[src/rtl/div_ctrl.sv]
// rtl/div_ctrl.sv - EX-stage sequencer for the multi-cycle DIV/DIVU divider core
//
// Accepts a divide request from EX, latches operands and the PC tag, launches
// the divider core and stalls EX until the {remainder, quotient} result is
// ready. The request retires when the pipeline advances. A flush, or a
// different instruction showing up in EX, annuls an in-flight divide.
//
// Ports:
//   clk, rst          clock, asynchronous active-low reset
//   ex_req_i          EX holds DIV/DIVU
//   ex_signed_i       1 = DIV, 0 = DIVU
//   ex_pc_i           PC of the EX instruction (request tag)
//   ex_dividend_i     rs value
//   ex_divisor_i      rt value
//   flush_i           pipeline flush, cancels everything
//   pipe_advance_i    EX/MEM captures EX this cycle
//   stall_o           EX stall request (combinational)
//   result_valid_o    result_o valid for the tagged request
//   result_o          {remainder, quotient}; HI = [63:32], LO = [31:0]
//   div_start_o       one-cycle launch pulse to the core
//   div_signed_o      latched signedness
//   div_op1_o         latched dividend
//   div_op2_o         latched divisor
//   div_annul_o       one-cycle abort pulse to the core
//   div_done_i        core finished, div_result_i valid
//   div_result_i      {remainder, quotient} from the core
`timescale 1ns/1ps

module div_ctrl (
    input  logic        clk,
    input  logic        rst,
    input  logic        ex_req_i,
    input  logic        ex_signed_i,
    input  logic [31:0] ex_pc_i,
    input  logic [31:0] ex_dividend_i,
    input  logic [31:0] ex_divisor_i,
    input  logic        flush_i,
    input  logic        pipe_advance_i,
    output logic        stall_o,
    output logic        result_valid_o,
    output logic [63:0] result_o,
    output logic        div_start_o,
    output logic        div_signed_o,
    output logic [31:0] div_op1_o,
    output logic [31:0] div_op2_o,
    output logic        div_annul_o,
    input  logic        div_done_i,
    input  logic [63:0] div_result_i
);

    localparam logic [1:0] ST_IDLE = 2'd0;
    localparam logic [1:0] ST_BUSY = 2'd1;
    localparam logic [1:0] ST_DONE = 2'd2;

    logic [1:0]  r_state;
    logic [31:0] r_tag;
    logic        r_signed;
    logic [31:0] r_op1;
    logic [31:0] r_op2;
    logic [63:0] r_result;
    logic        r_start_q;
    logic        r_annul_q;

    logic        w_pc_match;
    logic        w_div_zero;
    logic        w_same_instr;

    assign w_pc_match   = (ex_pc_i == r_tag);
    assign w_div_zero   = (ex_divisor_i == 32'd0);
    // The instruction that owns the latched request is still sitting in EX.
    assign w_same_instr = ex_req_i & w_pc_match;

    always_ff @(posedge clk or negedge rst) begin
        if (!rst) begin
            r_state   <= ST_IDLE;
            r_tag     <= 32'd0;
            r_signed  <= 1'b0;
            r_op1     <= 32'd0;
            r_op2     <= 32'd0;
            r_result  <= 64'd0;
            r_start_q <= 1'b0;
            r_annul_q <= 1'b0;
        end else begin
            // Launch and annul are single-cycle pulses.
            r_start_q <= 1'b0;
            r_annul_q <= 1'b0;
            case (r_state)
                ST_IDLE: begin
                    if (ex_req_i && !flush_i) begin
                        r_tag    <= ex_pc_i;
                        r_signed <= ex_signed_i;
                        r_op1    <= ex_dividend_i;
                        r_op2    <= ex_divisor_i;
                        if (w_div_zero) begin
                            // MIPS leaves divide-by-zero undefined; we report
                            // HI = dividend, LO = all ones without using the core.
                            r_result <= {ex_dividend_i, 32'hFFFF_FFFF};
                            r_state  <= ST_DONE;
                        end else begin
                            r_start_q <= 1'b1;
                            r_state   <= ST_BUSY;
                        end
                    end
                end
                ST_BUSY: begin
                    // Abort takes priority over a coincident done so that a
                    // flushed divide never writes HI/LO.
                    if (flush_i || !w_same_instr) begin
                        r_annul_q <= 1'b1;
                        r_state   <= ST_IDLE;
                    end else if (div_done_i) begin
                        r_result <= div_result_i;
                        r_state  <= ST_DONE;
                    end
                end
                ST_DONE: begin
                    if (flush_i) begin
                        r_state <= ST_IDLE;
                    end else if (w_same_instr && pipe_advance_i) begin
                        r_state <= ST_IDLE;
                    end else if (!w_same_instr) begin
                        r_state <= ST_IDLE;
                    end
                end
                default: begin
                    r_state <= ST_IDLE;
                end
            endcase
        end
    end

    // Only the tagged instruction is released in DONE; a different divide in
    // EX keeps stalling until it has been accepted and computed.
    assign stall_o        = ex_req_i & ~flush_i & ~((r_state == ST_DONE) & w_pc_match);
    assign result_valid_o = (r_state == ST_DONE);
    assign result_o       = r_result;
    assign div_start_o    = r_start_q;
    assign div_annul_o    = r_annul_q;
    assign div_signed_o   = r_signed;
    assign div_op1_o      = r_op1;
    assign div_op2_o      = r_op2;

endmodule

[config.mk]
export PLATFORM = sky130hd
export DESIGN_NAME = div_ctrl
export DESIGN_NICKNAME = d
export VERILOG_FILES = /design/src/rtl/div_ctrl.sv
export SDC_FILE = /design/constraint.sdc
export NUM_CORES = 1
export LEC_CHECK = 0
export CAP_MARGIN = 20
export CORE_UTILIZATION = 44
export CTS_BUF_LIST = sky130_fd_sc_hd__clkbuf_8
export DETAILED_ROUTE_END_ITERATION = 8
export PLACE_DENSITY = 0.81
export SLEW_MARGIN = 20
export SYNTH_ARGS = -nofsm -noshare
export SYNTH_HDL_FRONTEND = slang
export SYNTH_SLANG_ARGS = --single-unit
[constraint.sdc]
create_clock -name clk -period 2.87 [get_ports clk]
set_input_delay 0.287 -clock clk [delete_from_list [all_inputs] [get_ports clk]]
set_output_delay 0.287 -clock clk [all_outputs]
set_load 0.01 [all_outputs]
# == Word level (Yosys, flattened, before mapping) ==
# Cells that the tools add are included.
# totals
reg_bits,165
latchBits,0
mem_bits_rw,0
romBits,0
output_inout_bits,133
wordCells,52
n_memories,0
# op_classes
add_sub_neg,0
n_mul,0
n_div,0
magnitude_cmp,0
n_eq_ne,9
shift,0
mux,18
bitwise_logic,6
reduce_logical,11
# ops
op,n
2-to-1 mux 64 bit,4
case mux 64 bit (2 select lines),1
== test 32 bit,1
logical NOT 32 bit,1
2-to-1 mux 2 bit,7
!= test 2 bit (second input constant),4
case mux 2 bit (3 select lines),1
2-to-1 mux 1 bit,5
AND reduction 5 bit,1
AND 1 bit,4
!= test 4 x 3 -> 1 bit (second input constant),1
!= test 3 bit (second input constant),1
AND reduction 3 bit,1
== test 2 x 1 -> 1 bit (second input constant),1
== test 2 bit (second input constant),1
logical AND 1 bit,2
logical NOT 1 bit,2
logical NOT 2 bit,1
inverter 1 bit,2
AND reduction 2 bit,1
nonzero test 2 bit,1
logical OR 1 bit,1

# == Logic depth before layout (Yosys ltp) ==
# logic_depth
depth_word,6
depth_mapped,8
ltp_nobuf,6

# == Worst setup path before layout ==
# No wires, ideal clock.
# synth_path
path_kind,reg2reg
from,register r_tag[10]
to,register r_result[10] (netlist: result_o[10])
setup_time_ns,0.122
arrival_ns,1.903
required_ns,2.748
setup_slack_ns,0.845
stages_incl_launch_ff,9
n_path_buf,2
synth_period_minus_slack_ns,2.025
cell_sequence,dfrtp_1 > xor2_1 > nor4_1 > nand4_1 > or4_1 > buf_2 > buf_6 > nor2_1 > nor2_1
# synth_via
elab_chain_cells,6
# synth_rtl
element,line,rtl
start: declaration,56,logic [31:0] r_tag;
start signal: assignment,90,r_tag <= ex_pc_i;
== test 32 bit,68,assign w_pc_match = (ex_pc_i == r_tag);
AND 1 bit,71,assign w_same_instr = ex_req_i & w_pc_match;
logical NOT 1 bit,-,
logical OR 1 bit,108,if (flush_i || !w_same_instr) begin
!= test 2 bit (no source line),-,
AND reduction 5 bit (no source line),-,
end signal: assignment,97,"r_result <= {ex_dividend_i, 32'hFFFF_FFFF};"
end signal: assignment,112,r_result <= div_result_i;
end: declaration,60,logic [63:0] r_result;
# No other way between the ends.
# A chain may end at the register's enable or synchronous reset.

# == Final worst setup path ==
# layout_path
from,register r_tag[10]
to,output port stall_o
# layout_via
elab_chain_cells,4
# layout_rtl
element,line,rtl
== test 32 bit,68,
AND 1 bit,134,assign stall_o = ex_req_i & ~flush_i & ~((r_state == ST_DONE) & w_pc_match);
inverter 1 bit,134,
AND 1 bit,134,
end: declaration,39,"output logic stall_o,"
# No other way between the ends.

==> flow_metrics.tcl <==
set metrics [dict create \
    status "completed" \
    final_cells 1053 \
    vias 5251 \
    grt.total_usage 0.232 \
    syn_area_per_cell_um2 13.4 \
    ant_nets 0 \
    crit_required_ns 2.58 \
    overflow 0 \
    worstSkewPairLatency_ns 0.44 \
    cts-buffers-inserted 17 \
    fin_total_pwr_w 0.00556 \
    die-area_mm2 0.0165 \
    post_cts_resized 0 \
    place_hpwl_um 13900 \
    slew_violations 0 \
    crit_type "reg -> out" \
    ys_ff_latch 165 \
    first_iter_violations 205 \
    synthCells 524 \
    rows 45 \
    gp_congestion 0.819 \
    worst_slew_pin_slew_ns 0.868 \
    die_h_um 128 \
    end_kind "output pin" \
    maxCapViolCount 0 \
    skew_ns 0.0143 \
    reg2reg_slack_ns 0.39 \
    wl_um 18600 \
    final_hold_viol_count 0 \
    placedInstanceArea_mm2 0.0103 \
    grt_pass1_vias 5584 \
    synth_nets 691 \
    dpl_worst_slack_ns 0.131 \
    initial_utilization 0.457 \
    slew_headroom 0.422 \
    final_area_mm2 0.0107 \
    ys_seq_area_frac 0.588 \
    crit_arrival_ns 2.39 \
    synth_area_mm2 0.00702 \
    dp.cells 1019 \
    cts_root_buf "clkbuf_8" \
    start_kind "register" \
    grt_pass1_wl_um 29000 \
    cp-startpoint "r_tag[10]$_DFFE_PN0P_" \
    vdd_drop_max_mv 0.409 \
    synth_warnings 0 \
    final.min_clock_period_ns 2.68 \
    drtPass1Iterations 4 \
    p_leak_nw 4.66 \
    yosysTopAreaCellShare 0.588 \
    rsz0062_at_grt "false" \
    pwr-share-comb 0.210 \
    syn2layout_area_growth_pct 53.0 \
    wl_per_cell_um 17.7 \
    cts.sinks 165 \
    port_buffers 299 \
    antenna_found_initial 0 \
    drcViolationCount 0 \
    fin_nets 996 \
    worst_slack_ns 0.193 \
    synthTopCellsByArea "dfrtp_1 59%, mux2_2 21%, mux2_1 4.8%" \
    drive_gt1_frac 0.215 \
    grt_start_max_net_pins 84 \
    post-synth-top-area-cell "dfrtp_1" \
    clkPwrFrac 0.302 \
    seqPwrFrac 0.487 \
    powerDensity_mw_per_mm2 517 \
    setup_viol 0 \
    r2r_start "r_tag[10]$_DFFE_PN0P_" \
    io_pins 300 \
    internal_power_w 0.00417 \
    clock_tree.buffer_depth 2 \
    antenna_cells 0 \
    htreeDepth 4 \
    cts_tree "yes" \
    fin_setup_tns_ns 0 \
    switching_share 0.250 \
    core_area_mm2 0.0154 \
    die_w_um 128 \
    vias_per_cell 4.99 \
    hold_path.class "in -> async" \
    p_switching_w 0.00139 \
    min_period_over_period 0.933 \
    synth.distinct_cells 25 \
    fmax_mhz 374 \
    path_clk_slew_ns 0.09 \
    crit_fanout 2 \
]
worst max-delay path, stage by stage (launching register included):
cell             delay (ns)
dfrtp_1                0.40
xor2_1                 0.16
nor4_1                 0.37
nand4_1                0.23
nor2_1                 0.15
a41oi_1                0.11
clkdlybuf4s50_1        0.54
Yosys cell counts (all sizes together):
cell / instances
buf: 10
nand2: 2
or4: 1
nor2: 68
xor2: 32
or3: 2
o32ai: 1
o21bai: 1
mux2: 161
nor3: 34
nand3b: 1
a22oi: 1
clkbuf: 17
nand2b: 1
nand4: 3
and2: 1
nor2b: 2
nor4: 18
inv: 2
a41oi: 1
dfrtp: 165
layout by cell type (no fill, tap or decap), types with 2 or more instances in the layout:
master,count
buf_12,4
buf_4,9
bufinv_16,2
clkbuf_8,20
clkdlybuf4s50_1,298
clkinvlp_4,4
dfrtp_1,165
inv_1,4
inv_6,2
mux2_1,30
mux2_2,131
nand2_1,2
nand4_1,3
nor2_1,67
nor3_1,32
nor4_1,17
xor2_1,32
stage by stage:
step           hold slack, ns  utilization
5_1_grt                 0.396        0.699
6_report                0.359        0.699
2_1_floorplan        -0.00859            -
4_1_cts                 0.357        0.699
3_3_place_gp            0.277        0.672
3_5_place_dp            0.294        0.672
cell type report:
class / count / area [µm²]
Clock buffer: 20 / 275
Clock inverter: 12 / 129
Fill cell: 1067 / 4620
Inverter: 2 / 7.51
Multi-Input combinational cell: 330 / 2790
Sequential cell: 165 / 4130
Tap cell: 211 / 264
Timing Repair Buffer: 313 / 3150
path summary, 6_finish.rpt:
path,to,cells after the start
max,stall_o,6
min,div_op1_o[2]$_DFFE_PN0P_,2
max reg2reg,result_o[43]$_DFFE_PN0P_,9
min reg2reg,result_o[53]$_DFFE_PN0P_,1
max in group asynchronous,result_o[3]$_DFFE_PN0P_,3
min in group clk,result_o[17]$_DFFE_PN0P_,3
what timing repair did:
action	in CTS	in global routing
hold buffers	1	0
setup buffers	0	1
hold endpoints to repair	55	0
setup endpoints to repair	0	1
sequential cells by signal, indices dropped and copies added (netlist names):
register	cells
div_start_o	1
r_tag	32
r_state	2
div_annul_o	1
div_signed_o	1
result_o	64
div_op2_o	32
div_op1_o	32
kinds of logic after synthesis:
kind of cell	count (synthesis)	share of synthesized area
mux	161	0.258
flops	165	0.588
buf+inv	29	0.0200
compound gates	4	0.00463
xor+xnor	32	0.0399
simple gates	133	0.0894
power by group through the flow:
stage | Clock (W) | Combinational, W | Sequential [W]
floorplan | 0 | 0.000380 | 0.00281
detailed placement | 0 | 0.00118 | 0.00275
CTS | 0.00174 | 0.00119 | 0.00271
finish | 0.00168 | 0.00117 | 0.00271
global placement | 0 | 0.00115 | 0.00274
global route | 0.00182 | 0.00125 | 0.00274
metal layers:
metal / GRT usage / vias to the layer above / wire (µm)
met5: 0 / - / 0
met3: 0.0836 / 29 / 1790
met2: 0.403 / 222 / 9510
met1: 0.261 / 2555 / 6900
met4: 0.0920 / 0 / 422
li1: - / 2445 / -
Note: power is estimated with default switching activity, not from simulation.
